===== config.mk =====
export PLATFORM = sky130hd
export DESIGN_NAME = mem_access_unit
export DESIGN_NICKNAME = d
export VERILOG_FILES = /design/src/rtl/mips_mem_pkg.sv /design/src/rtl/load_extract.sv /design/src/rtl/mem_access_unit.sv
export SDC_FILE = /design/constraint.sdc
export NUM_CORES = 1
export LEC_CHECK = 0
export ABC_CLOCK_PERIOD_IN_PS = 1710
export CAP_MARGIN = 40
export CELL_PAD_IN_SITES_DETAIL_PLACEMENT = 0
export CELL_PAD_IN_SITES_GLOBAL_PLACEMENT = 1
export CORE_UTILIZATION = 28
export CTS_BUF_LIST = sky130_fd_sc_hd__clkbuf_4 sky130_fd_sc_hd__clkbuf_8
export DETAILED_ROUTE_END_ITERATION = 8
export PLACE_DENSITY = 0.8
export SLEW_MARGIN = 30
export SYNTH_ARGS = -nofsm -noshare
export SYNTH_HDL_FRONTEND = slang
export SYNTH_HIERARCHICAL = 1
export SYNTH_SLANG_ARGS = --single-unit

===== constraint.sdc =====
create_clock -name clk -period 1.71 [get_ports clk]
set_input_delay 0.171 -clock clk [delete_from_list [all_inputs] [get_ports clk]]
set_output_delay 0.171 -clock clk [all_outputs]
set_load 0.01 [all_outputs]

===== src/rtl/mips_mem_pkg.sv =====
// Shared definitions for the MEM-stage data memory initiator.
//   SIZE_*   : encodings of the req_size field
//   state_t  : sub-word store sequencer states
//   merge_lanes : replaces the byte/half lane(s) addressed by a sub-word
//                 store inside the word read back from memory
package mips_mem_pkg;

    localparam logic [1:0] SIZE_B   = 2'b00;
    localparam logic [1:0] SIZE_H   = 2'b01;
    localparam logic [1:0] SIZE_W   = 2'b10;
    localparam logic [1:0] SIZE_RSV = 2'b11;

    typedef enum logic {
        IDLE  = 1'b0,
        MERGE = 1'b1
    } state_t;

    // Only SIZE_B selects a byte lane; any other size is treated as a half
    // (the caller only invokes this for aligned SB/SH).
    function automatic logic [31:0] merge_lanes(input logic [31:0] old_word,
                                                input logic [15:0] wdata,
                                                input logic [1:0]  size,
                                                input logic [1:0]  lane);
        logic [31:0] w;
        w = old_word;
        if (size == SIZE_B) begin
            case (lane)
                2'd0:    w[7:0]   = wdata[7:0];
                2'd1:    w[15:8]  = wdata[7:0];
                2'd2:    w[23:16] = wdata[7:0];
                default: w[31:24] = wdata[7:0];
            endcase
        end else if (lane[1]) begin
            w[31:16] = wdata;
        end else begin
            w[15:0] = wdata;
        end
        return w;
    endfunction

endpackage


===== src/rtl/load_extract.sv =====
// Combinational load aligner: picks the addressed byte/half/word out of the
// memory read word (little-endian lanes) and sign- or zero-extends it.
//   rdata       in  32  word read from memory
//   addr        in  2   low address bits (lane select)
//   size        in  2   SIZE_B / SIZE_H / SIZE_W (reserved -> 0)
//   is_unsigned in  1   1 = zero-extend, 0 = sign-extend
//   data        out 32  extended load result
module load_extract
    import mips_mem_pkg::*;
(
    input  logic [31:0] rdata,
    input  logic [1:0]  addr,
    input  logic [1:0]  size,
    input  logic        is_unsigned,
    output logic [31:0] data
);

    logic [7:0]  byte_lane;
    logic [15:0] half_lane;

    always_comb begin
        byte_lane = rdata[{addr, 3'b000} +: 8];
        half_lane = addr[1] ? rdata[31:16] : rdata[15:0];
        case (size)
            SIZE_B:  data = is_unsigned ? {24'h0, byte_lane}
                                        : {{24{byte_lane[7]}}, byte_lane};
            SIZE_H:  data = is_unsigned ? {16'h0, half_lane}
                                        : {{16{half_lane[15]}}, half_lane};
            SIZE_W:  data = rdata;
            default: data = 32'h0;
        endcase
    end

endmodule


===== src/rtl/mem_access_unit.sv =====
// MEM-stage initiator for a word-wide data memory (byte address, async read,
// word write). Loads and SW complete in one cycle; SB/SH run as a two-cycle
// read-modify-write (read + merge in IDLE, write in MERGE).
//   clk, rst           clock, synchronous active-high reset
//   req_valid/we/size/unsigned/addr/wdata   pipeline memory request
//   load_data          aligned, extended load result (combinational)
//   stall_o            freeze IF/ID/EX/MEM this cycle
//   err_o              misaligned / out-of-range / reserved-size request
//   err_cnt            saturating count of error requests
//   mem_we/addr/wdata  memory write port, mem_rdata async read data
//   fsm_state          current sequencer state (debug observation)
//
// Handshake: req_valid marks a request; stall_o is the inverse of "ready".
// A request with stall_o=1 is not complete and the pipeline must hold the
// same req_* values into the next cycle, where it completes with stall_o=0.
module mem_access_unit
    import mips_mem_pkg::*;
#(
    parameter int WIDTH     = 32,
    parameter int MEM_BYTES = 1024
) (
    input  logic             clk,
    input  logic             rst,
    input  logic             req_valid,
    input  logic             req_we,
    input  logic [1:0]       req_size,
    input  logic             req_unsigned,
    input  logic [WIDTH-1:0] req_addr,
    input  logic [WIDTH-1:0] req_wdata,
    output logic [WIDTH-1:0] load_data,
    output logic             stall_o,
    output logic             err_o,
    output logic [7:0]       err_cnt,
    output logic             mem_we,
    output logic [WIDTH-1:0] mem_addr,
    output logic [WIDTH-1:0] mem_wdata,
    input  logic [WIDTH-1:0] mem_rdata,
    output state_t           fsm_state
);

    state_t           st_q, st_d;
    logic [WIDTH-1:0] addr_q, merge_q;
    logic [WIDTH-1:0] extracted;
    logic             bad;
    logic             capture;

    load_extract u_load_extract (
        .rdata       (mem_rdata),
        .addr        (req_addr[1:0]),
        .size        (req_size),
        .is_unsigned (req_unsigned),
        .data        (extracted)
    );

    // Request decode: independent of req_valid, qualified below.
    always_comb begin
        case (req_size)
            SIZE_H:   bad = req_addr[0];
            SIZE_W:   bad = (req_addr[1:0] != 2'b00);
            SIZE_RSV: bad = 1'b1;
            default:  bad = 1'b0;
        endcase
        if (req_addr >= WIDTH'(MEM_BYTES)) bad = 1'b1;
    end

    always_comb begin
        st_d      = st_q;
        mem_we    = 1'b0;
        mem_addr  = req_addr;
        mem_wdata = req_wdata;
        load_data = '0;
        stall_o   = 1'b0;
        err_o     = 1'b0;
        capture   = 1'b0;
        case (st_q)
            IDLE: begin
                if (req_valid) begin
                    if (bad) begin
                        err_o = 1'b1;
                    end else if (!req_we) begin
                        load_data = extracted;
                    end else if (req_size == SIZE_W) begin
                        mem_we = 1'b1;
                    end else begin
                        stall_o = 1'b1;
                        capture = 1'b1;
                        st_d    = MERGE;
                    end
                end
            end
            MERGE: begin
                // The held store on req_* is ignored; the merged word was
                // captured in the previous cycle.
                mem_we    = 1'b1;
                mem_addr  = addr_q;
                mem_wdata = merge_q;
                st_d      = IDLE;
            end
            default: st_d = IDLE;
        endcase
        // Reset must also suppress a pending MERGE write this very cycle.
        if (rst) begin
            mem_we  = 1'b0;
            stall_o = 1'b0;
            st_d    = IDLE;
        end
    end

    always_ff @(posedge clk) begin
        if (rst) begin
            st_q    <= IDLE;
            addr_q  <= '0;
            merge_q <= '0;
            err_cnt <= 8'h00;
        end else begin
            st_q <= st_d;
            if (capture) begin
                addr_q  <= req_addr;
                merge_q <= merge_lanes(mem_rdata, req_wdata[15:0], req_size,
                                       req_addr[1:0]);
            end
            if (err_o && (err_cnt != 8'hFF)) err_cnt <= err_cnt + 8'h01;
        end
    end

    assign fsm_state = st_q;

endmodule


After elaboration in Yosys (flattened, before gate mapping):

Index checks and enable logic that the tools add are counted.

* shift operators: 1
* mux-type cells: 35
* bitwise gates (word level): 1
* $lt $le $gt $ge: 1
* add/sub/neg operators: 1
* reductions and logical operators: 5
* equality and inequality tests: 6

Operator list (number)
* 32-bit two-way mux: 9
* 32-bit one-hot mux with 3 select lines: 1
* 16-bit two-way mux: 3
* 32-bit by 11-bit greater-or-equal comparator with 1-bit output (second input constant): 1
* 8-bit two-way mux: 4
* 32-bit by 6-bit indexed part select with 8-bit output: 1
* 1-bit two-way mux: 15
* 8-bit by 1-bit adder with 8-bit output (second input constant): 1
* 8-bit != test (second input constant): 1
* 2-bit == test (second input constant): 3
* 2-bit by 1-bit == test with 1-bit output (second input constant): 2
* 2-bit zero test: 2
* 1-bit one-hot mux with 2 select lines: 2
* 1-bit one-hot mux with 3 select lines: 1
* 3-bit OR reduction: 1
* 2-bit nonzero test: 1
* 1-bit logical AND: 1
* 1-bit inverter: 1

* word-level logic and storage cells: 54
* bits in registers: 73
* output and inout bits: 108
* bits of input ports: 103

Depth between registers and ports, before layout:

Gate-level depths: netlist of run 1.

* depth in word-level cells: 7
* mapped depth: 7
* mapped depth without buffers: 5

Cells and area by module:

The synthesis of run 1 kept the hierarchy.

Modules (own cells, without submodules)
* mem_access_unit: area an instance 4003.8 um^2, times used 1, sequential area each 1461.4 um^2, cells each 442
* load_extract: area an instance 867.1 um^2, times used 1, sequential area each 0.0 um^2, cells each 120

Worst setup path after synthesis of run 1:

OpenSTA, ideal clock, no wires.

* kind: input port to output port
* start: input port req_addr[10]
* end: output port mem_we
* setup slack: -141 ps
* buffers on the path: 0
* data required time: 1539 ps
* cell stages on the path: 5
* data arrival time: 1680 ps
* cells stage by stage: nor4_2 -> nand4_2 -> or3_4 -> or3_1 -> a21oi_1

* longest elaborated chain between the ends: 6

RTL lines
* start: declaration: RTL line mem_access_unit.sv:28 `input logic [WIDTH-1:0] req_addr,`
* 32-bit by 11-bit greater-or-equal comparator with 1-bit output: RTL line mem_access_unit.sv:63 `if (req_addr >= WIDTH'(MEM_BYTES)) bad = 1'b1;`
* 1-bit two-way mux: RTL line mem_access_unit.sv:63
* 1-bit two-way mux: RTL line mem_access_unit.sv:78 `if (bad) begin`
* 1-bit two-way mux: RTL line mem_access_unit.sv:77 `if (req_valid) begin`
* 1-bit one-hot mux with 2 select lines: RTL line mem_access_unit.sv:75 `case (st_q)`
* 1-bit two-way mux: RTL line mem_access_unit.sv:102 `if (rst) begin`
* end: declaration: RTL line mem_access_unit.sv:34 `output logic mem_we,`

Every way passes these cells.

Worst setup path after layout of run 1:

* start: input port req_addr[13]
* end: output port mem_we

Same word-level chain as after synthesis.

==> results of run 1 <==
[cell usage after synthesis (4+ instances only)]
library cell and n:
nor3_1 4, dfxtp_1 73, o211ai_1 9, o21ai_0 20, buf_2 11, and2_1 54
nor4_2 4, buf_1 4, nor2b_1 12, o22ai_1 7, inv_1 5, mux2i_1 29
o21ai_1 21, nand3_1 11, a311oi_1 8, nor2_1 50, a22oi_1 29, a21oi_1 23
mux2_2 73, nand2_1 28, o31a_1 4, clkbuf_1 21, buf_6 6, a211oi_1 10
[layout make-up]
cell class / count / area (um2)
tap: 220 / 275
timing repair buffer: 336 / 3430
multi-input combinational: 437 / 3540
fill: 1493 / 7840
inverter: 6 / 22.5
sequential: 73 / 1470
clock inverter: 6 / 43.8
clock buffer: 10 / 138
[power groups by stage]
| stage | sequential [mW] | clock (mW) | combinational [mW] |
|---|---|---|---|
| 2_1_floorplan | 1.75 | 0 | 0.447 |
| 3_3_place_gp | 1.75 | 0 | 1.13 |
| 3_5_place_dp | 1.75 | 0 | 1.15 |
| 4_1_cts | 1.71 | 1.29 | 1.16 |
| 5_1_grt | 1.71 | 1.36 | 1.30 |
| 6_report | 1.71 | 1.26 | 1.23 |
[kinds of logic after synthesis]
kind of cell,count (synthesis)
compound gates,145
fa+ha+maj,1
buf+inv,52
flops,73
mux,103
simple gates,188
[worst min path at each step]
stage,to,startpoint
5_1_grt,merge_q[31],rst
3_3_place_gp,addr_q[17],addr_q[17]
4_1_cts,addr_q[0],rst
3_5_place_dp,addr_q[17],addr_q[17]
2_1_floorplan,addr_q[2],req_addr[2]
6_report,addr_q[0],rst
[worst min-delay path: stages]
cell    delay, ps
buf_2         130
buf_4         310
nor2_1        150
[placed cells by master (no fill, tap or decap), types with 13 or more instances in the layout]
cell type	synthesis	layout
and2_1	54	22
buf_2	11	24
a22oi_1	29	29
buf_6	6	94
clkbuf_2	3	13
buf_4	1	80
nor2_1	50	47
nand2_1	28	27
mux2i_1	29	29
o21ai_0	20	18
and2_4	0	32
buf_12	0	17
dfxtp_1	73	70
clkdlybuf4s50_1	0	83
mux2_2	73	37
a21oi_1	23	21
mux2_4	1	37
o21ai_1	21	21
[state kept, by name, indices dropped and copies added, names as in the netlist]
register and count:
err_cnt 8, fsm_state 1, addr_q 32, merge_q 32
[layer usage]
| metal | wire (um) | part of all wire (%) | vias to the layer above |
|---|---|---|---|
| li1 | - | - | 2658 |
| met1 | 8730 | 43 | 2724 |
| met2 | 9920 | 49 | 229 |
| met3 | 1220 | 6.0 | 40 |
| met4 | 539 | 2.6 | 2 |
| met5 | 13 | 0.064 | - |
[per-stage QoR]
| step | hold slack [ps] | util, % | setup TNS [ps] | cell area [um2] | std cells |
|---|---|---|---|---|---|
| global route | 459 | 53.2 | -24390 | 8920 | 1088 |
| CTS | 427 | 51.5 | -20830 | 8630 | 1087 |
| detailed placement | 440 | 46.7 | -85960 | 7820 | 1033 |
| floorplan | 318 | - | -922 | 4920 | 562 |
| global placement | 439 | 46.7 | -80270 | 7820 | 1033 |
| finish | 444 | 53.2 | -16350 | 8920 | 1088 |
[repair_timing]
item                       CTS  global route
setup endpoints to repair  172           167
setup buffers               45             7
gates resized for setup    578           109
pin swaps                   35             8
gates cloned                13             3
==> impl_results.md, run 1 <==
* Failing checks: negative setup slack
* Gpl congestion at approximately 0.86
* Sw frac at 29.7%
* GR Util met3 at under 10%
* Fin. Hold Viols at 0
* Leak Pwr at 3.64 nW
* WP data arrival at approximately 1900 ps
* Crit path from: req_addr[13]
* I/O pins at 211
* RSZ-0062 raised after global routing: yes
* Pre-CTS WS at -1120 ps
* Cts bufs inserted at 9
* Ranking of synthesized cells by area: dfxtp_1, mux2_2, and2_1
* Clock Power Share at roughly 30%
* Critical R2R Capture: merge_q[14]
* Critical path's slowest cell: nor4_4
* Multiplexer area fraction after synthesis at 23.1%
* Comb pwr share at roughly 29%
* CP dominant cell by count: or3_4
* Compound-Gate Fraction of Synth Area at between 10% and 20%
* Fin. max-slew vios at 0
* Routed vias at 5653
* Global-route wire length before repair at just over 30 mm
* Post-synth top area cell: dfxtp_1
* Yosys top cell area share at between 30% and 40%
* Die area at about 18000 um2
* Cell count after synthesis at 562
* Post-Synth XOR/XNOR Area at 0%
* Drt total wl at 20.4 mm
* Sequential-to-total area share from yosys stat at a little under a third
* I/O Buffers at 210
* Antenna Nets Post-Route at 0
* Delay-heaviest family, CP: simple AND/OR/NAND/NOR gates
* Worst-Margin Slew at approximately 620 ps
* Last element of the critical path: mem_we
* Crit-path max FO at 3
* Crit path cell chain: buf_8 -> nor4_4 -> nand4_2 -> or3_4 -> buf_4 -> or3_4 -> a21oi_2 -> buf_2
* Met2 Use GR at between 30% and 40%
* Minimum clock period at about 2100 ps
* Grt total ovfl at 0
* Post-Syn Nets at 666
* MaxCap Viol Count at 0
* P per Cell Area at between 400 and 500 nW/um2
* Die Height at between 100 and 150 um
* WL/cell at approximately 19 um
* Worst-case clock buffer depth at 2
* Rows at 47
* Hold depth at 3
* Vias per cell at about 5.2
* Post-synth cell types at a little over 50
* Seq pwr share at around two fifths
* Core Footprint at 16800 um2
* Final setup violation count at approximately 120
* H-tree Lvls at 3
* Warnings, synthesis at 6
* DR pass1 iterations at 5
* Status: complete, but fails checks
* Worst slew margin at between 50% and 60%
* Die width at roughly 130 um
* Antenna violations before repair at 1
* CP max stage delay at about 370 ps
* Clock Latency Late Sink at 360 ps
* Cell-internal power at around 2.9 mW
* Final Power at 4.19 mW
* Period utilization at 123%
* Vias in the first global route at between 5000 and 6000
* P_sw at approximately 1.2 mW
* Post-synth EDFFs at 0
* Main synth FF type: dfxtp_1
* VDD IR-drop max at between 400 and 500 uV
* Largest net degree at the start of global routing at 55
* Skew final at ~7.4 ps
* Mean post-synth cell area at approximately 8.7 um2
* Stages on worst setup path at 8
* Asr flop ratio synth at 0%
* Total GRT Usage at roughly 22%
* Met1 Usage GRT at roughly 28%
* Reg clk slew, reported paths at ~80 ps
* Clock sinks at 73
* Post-Synth Adder-Cell Area at less than 1%
* Cell Area, Synth at about 4900 um2
* CP required at about 1500 ps
* NumNets Final at slightly below 1000
* DP HPWL at around 14 mm
* Largest family of logic cells by synthesized area: multiplexers
* Flop2flop setup slack at -120 ps
* CP Capture Type: primary output
* Area Growth Syn to Fin at 83.1%
* CTS tree: built
* Startpoint types: input pin
* Root buf cell: clkbuf_8
* Initial DRC Count at between 300 and 400
* Cells on worst reg2reg path at 9
* Post-route setup slack at -392 ps
* Share of cells above drive strength 1 at 46.8%
* Starting density of the core at approximately 29%
* Crit Path Category: in2out
* Most Used Layer, Global Route: met2
* Number of antenna diodes at 0
* Yosys reg bits at 73
* Fmax at roughly 0.48 GHz
* Drt drc at 0
* Post-Synth Simple-Gate Area at a little over a fifth
* Bufs and invs on worst path at 3
* Worst Hold Class: in2reg
* R2r startpoint: fsm_state
* Hold_buf cts at 0
No activity file was read; power rests on OpenSTA's default activity.
==> inputs of run 2 (changes only) <==
--- a/config.mk
+++ b/config.mk
@@ -12,9 +12,8 @@
 export CORE_UTILIZATION = 28
 export CTS_BUF_LIST = sky130_fd_sc_hd__clkbuf_4 sky130_fd_sc_hd__clkbuf_8
 export DETAILED_ROUTE_END_ITERATION = 8
-export PLACE_DENSITY = 0.8
+export PLACE_DENSITY = 0.81
 export SLEW_MARGIN = 30
 export SYNTH_ARGS = -nofsm -noshare
 export SYNTH_HDL_FRONTEND = slang
-export SYNTH_HIERARCHICAL = 1
 export SYNTH_SLANG_ARGS = --single-unit
==> impl_results.md, run 2 <==
* Status: complete, but fails checks (unchanged)
* Failing checks: negative setup slack (unchanged)
* NumNets Final at 942 (was 967)
* Drt drc at 0 (unchanged)
* Starting density of the core at 28.8% (was 29.1%)
* Critical path's slowest cell: clkdlybuf4s15_1 (was nor4_4)
* Worst-case clock buffer depth at 2 (unchanged)
* Worst slew margin at 61.6% (was 58.7%)
* Cell Area, Synth at 4620 um2 (was 4870 um2)
* Antenna Nets Post-Route at 0 (unchanged)
* CP max stage delay at 240 ps (was 370 ps)
* Initial DRC Count at 291 (was 369)
* Post-synth cell types at 50 (was 51)
* Share of cells above drive strength 1 at 57.7% (was 46.8%)
* Antenna violations before repair at 1 (unchanged)
* Final Power at 4.49 mW (was 4.19 mW)
* WL/cell at 20.0 um (was 18.8 um)
* Crit path cell chain: clkdlybuf4s15_1 -> nor4_4 -> nand4_2 -> buf_6 -> nor3_4 -> nand2_4 -> buf_4 -> buf_12 -> nor2_2 -> buf_2 (was buf_8 -> nor4_4 -> nand4_2 -> or3_4 -> buf_4 -> or3_4 -> a21oi_2 -> buf_2)
* Commonest non-fill, non-tap cell in the layout: buf_6 (unchanged)
* Fin. Hold Viols at 0 (unchanged)
* TNS Setup at -11550 ps (was -16350 ps)
* Comb pwr share at 27.5% (was 29.3%)
* Post-synth top cells: dfxtp_1, mux2_2, nor2_1 (was dfxtp_1, mux2_2, and2_1)
* Post-synth top area cell: dfxtp_1 (unchanged)
* Post-route setup slack at -225 ps (was -392 ps)
* Largest net degree at the start of global routing at 42 (was 55)
* Placed Area at 7550 um2 (was 7820 um2)
* CTS tree: built (unchanged)
* Flop2flop setup slack at -90 ps (was -120 ps)
* Clock Latency Late Sink at 380 ps (was 360 ps)
* Pre-CTS WS at -950 ps (was -1120 ps)
* Critical R2R Capture: merge_q[11] (was merge_q[14])
* P per Cell Area at 477 nW/um2 (was 470 nW/um2)
* R2r startpoint: fsm_state (unchanged)
* Most frequent cell after synthesis: dfxtp_1
* Routed vias at 5358 (was 5653)
* Hold Slack at 203 ps (was 444 ps)
* VDD IR-drop max at 431 uV (was 424 uV)
* DP HPWL at 13.7 mm (was 14.3 mm)
* MaxCap Viol Count at 0 (unchanged)
* Period utilization at 113% (was 123%)
* Final setup violation count at 124 (was 121)
* Global-route wire length before repair at 28.7 mm (was 30.7 mm)
* Grt total ovfl at 0 (unchanged)
* Vias in the first global route at 5233 (was 5529)
* Yosys top cell area share at 31.7% (was 30.0%)
* Vias per cell at 5.06 (was 5.20)
* Post-route cell area at 9430 um2 (was 8920 um2)
* Crit Path Category: in2out (unchanged)
* Die Height at 130 um (was 134 um)
* Root buf cell: clkbuf_8 (unchanged)
* Fin. max-slew vios at 0 (unchanged)
* Drt total wl at 21.2 mm (was 20.4 mm)
* Last element of the critical path: load_data[6] (was mem_we)
* Worst-Margin Slew at 576 ps (was 620 ps)
* P_sw at 1.25 mW (about the same)
* I/O Buffers at 210 (unchanged)
* H-tree Lvls at 3 (unchanged)
* WP data arrival at 1760 ps (was 1930 ps)
* Minimum clock period at 1930 ps (was 2100 ps)
* Area Growth Syn to Fin at 104% (was 83.1%)
* Cts bufs inserted at 9 (unchanged)
* Ranking of synthesized cells by area: dfxtp_1, mux2_2, mux2i_1 (was dfxtp_1, mux2_2, and2_1)
* DR pass1 iterations at 4 (was 5)
* Sequential-to-total area share from yosys stat at 31.7% (was 30.0%)
* Gpl congestion at 0.935 (was 0.864)
* Top flop regs: addr_q (32), merge_q (32), err_cnt (8) (unchanged)
* Seq pwr share at 38.0% (was 40.7%)
* Filler cells at 1341 (was 1493)
* Core Footprint at 16000 um2 (was 16800 um2)
* Clock Power Share at 34.5% (was 30.0%)
* Total GRT Usage at 22.4% (was 22.1%)
* Clock sinks at 73 (unchanged)
* Leak Pwr at 3.85 nW (was 3.64 nW)
* Sw frac at 27.8% (was 29.7%)
* CP required at 1540 ps (about the same)
* Worst Hold Class: in2reg (unchanged)
* Startpoint types: input pin (unchanged)
* Fmax at 0.517 GHz (was 0.476 GHz)
* Yosys reg bits at 73 (unchanged)
* RSZ-0062 raised after global routing: yes (unchanged)
* Hold_buf cts at 0 (unchanged)
* Warnings, synthesis at 0 (was 6)
* Stages on worst setup path at 10 (was 8)
* Mean post-synth cell area at 9.01 um2 (was 8.67 um2)
* CP Capture Type: primary output (unchanged)
* Rows at 46 (was 47)
* Delay-heaviest family, CP: buffers and inverters (was simple AND/OR/NAND/NOR gates)
* Cell count after synthesis at 512 (was 562)
* Post-synth EDFFs at 0 (unchanged)
* Reg clk slew, reported paths at 80 ps (about the same)
* Commonest non-fill, non-tap cells in the layout: buf_6, buf_4, clkdlybuf4s50_1 (was buf_6, clkdlybuf4s50_1, buf_4)
* Cell-internal power at 3.24 mW (was 2.95 mW)
* Asr flop ratio synth at 0% (unchanged)
* Crit-path max FO at 8 (was 3)
* I/O pins at 211 (unchanged)
* Number of antenna diodes at 0 (unchanged)
* Die area at 17000 um2 (was 17900 um2)
* Post-Syn Nets at 616 (was 666)
* Crit path from: req_addr[10] (was req_addr[13])
* Bufs and invs on worst path at 5 (was 3)
* Skew final at 11.3 ps (was 7.36 ps)
* Main synth FF type: dfxtp_1 (unchanged)
* Cells on worst reg2reg path at 9 (unchanged)
* Die width at 130 um (was 134 um)
[run 2: cell types whose count changed in the layout (fill, tap and decap cells not counted), moves of 12 or more]
| cell | before | now |
|---|---|---|
| o21ai_1 | 21 | 1 |
| buf_2 | 24 | 42 |
| mux2_2 | 37 | 8 |
| a21oi_2 | 4 | 34 |
| o21ai_0 | 18 | 4 |
| mux2_4 | 37 | 62 |
| a22oi_1 | 29 | 13 |
| nor2_4 | 1 | 20 |
| and2_4 | 32 | 1 |
| nor2_1 | 47 | 35 |
[run 2: power by group through the flow]
stage          logic, mW  clock network (mW)  registers (mW)
2_1_floorplan      0.393                   0            1.75
3_3_place_gp        1.07                   0            1.75
3_5_place_dp        1.09                   0            1.75
4_1_cts             1.12                1.59            1.71
5_1_grt             1.31                1.66            1.71
6_report            1.24                1.55            1.71
[run 2: worst register-to-register path, cell delays in order, from the launching register on]
cell	delay [ps]
dfxtp_2	330
nand2b_4	140
nor3b_2	170
nor4b_4	290
buf_4	180
clkbuf_16	140
buf_12	110
clkbuf_16	150
o211ai_1	100
a21oi_2	140
[run 2: kinds of logic (layout without fill, tap and decap cells)]
group                    after synthesis  count (layout)  share of synthesized area [%]
AO/OA/AOI/OAI                        113             113                           17.5
flip-flops                            73              73                           31.7
adder cells (fa/ha/maj)                1               1                          0.271
AND/OR/NAND/NOR                      164             164                           17.9
multiplexers                         107             107                           27.0
buffers and inverters                 54             385                           5.64
[run 2: repair_timing]
| item | 4_1_cts | 5_1_grt |
|---|---|---|
| pin swaps | 20 | 41 |
| hold endpoints to repair | 0 | 0 |
| gates cloned | 10 | 8 |
| setup buffers | 26 | 19 |
| endpoints found under the setup margin | 173 | 168 |
| gates resized for setup | 607 | 218 |
[run 2: layout make-up]
class,count,area [um2],area share (%)
timing repair buffer,360,3730,39.5
tap,216,270,2.87
multi-input combinational,385,3690,39.2
inverter,9,46.3,0.491
sequential,73,1460,15.5
clock inverter,6,91.3,0.969
clock buffer,10,131,1.39
[run 2: through the flow]
| step | util, % | std cells |
|---|---|---|
| after floorplan | - | 512 |
| after global placement | 47.1 | 984 |
| after detailed placement | 47.2 | 985 |
| after CTS | 52.4 | 1036 |
| after global routing | 58.9 | 1059 |
| final | 58.9 | 1059 |
[run 2: routing by layer]
metal,share of wire [%],track usage (%),vias to the layer above,wire length (um)
li1,-,-,2512,-
met1,40,27.4,2591,8530
met2,49,38.0,212,10400
met3,7.6,6.39,41,1620
met4,2.9,6.76,2,614
met5,0.042,0,-,9
[run 2: how the worst min path moves through the flow]
stage	from	to	slack, ps	cells after the start
final	rst	addr_q[4]	200	2
after global routing	rst	addr_q[4]	210	2
after CTS	rst	addr_q[4]	160	2
after detailed placement	addr_q[27]	addr_q[27]	440	1
after global placement	addr_q[15]	addr_q[15]	440	1
after floorplan	req_addr[2]	addr_q[2]	320	2
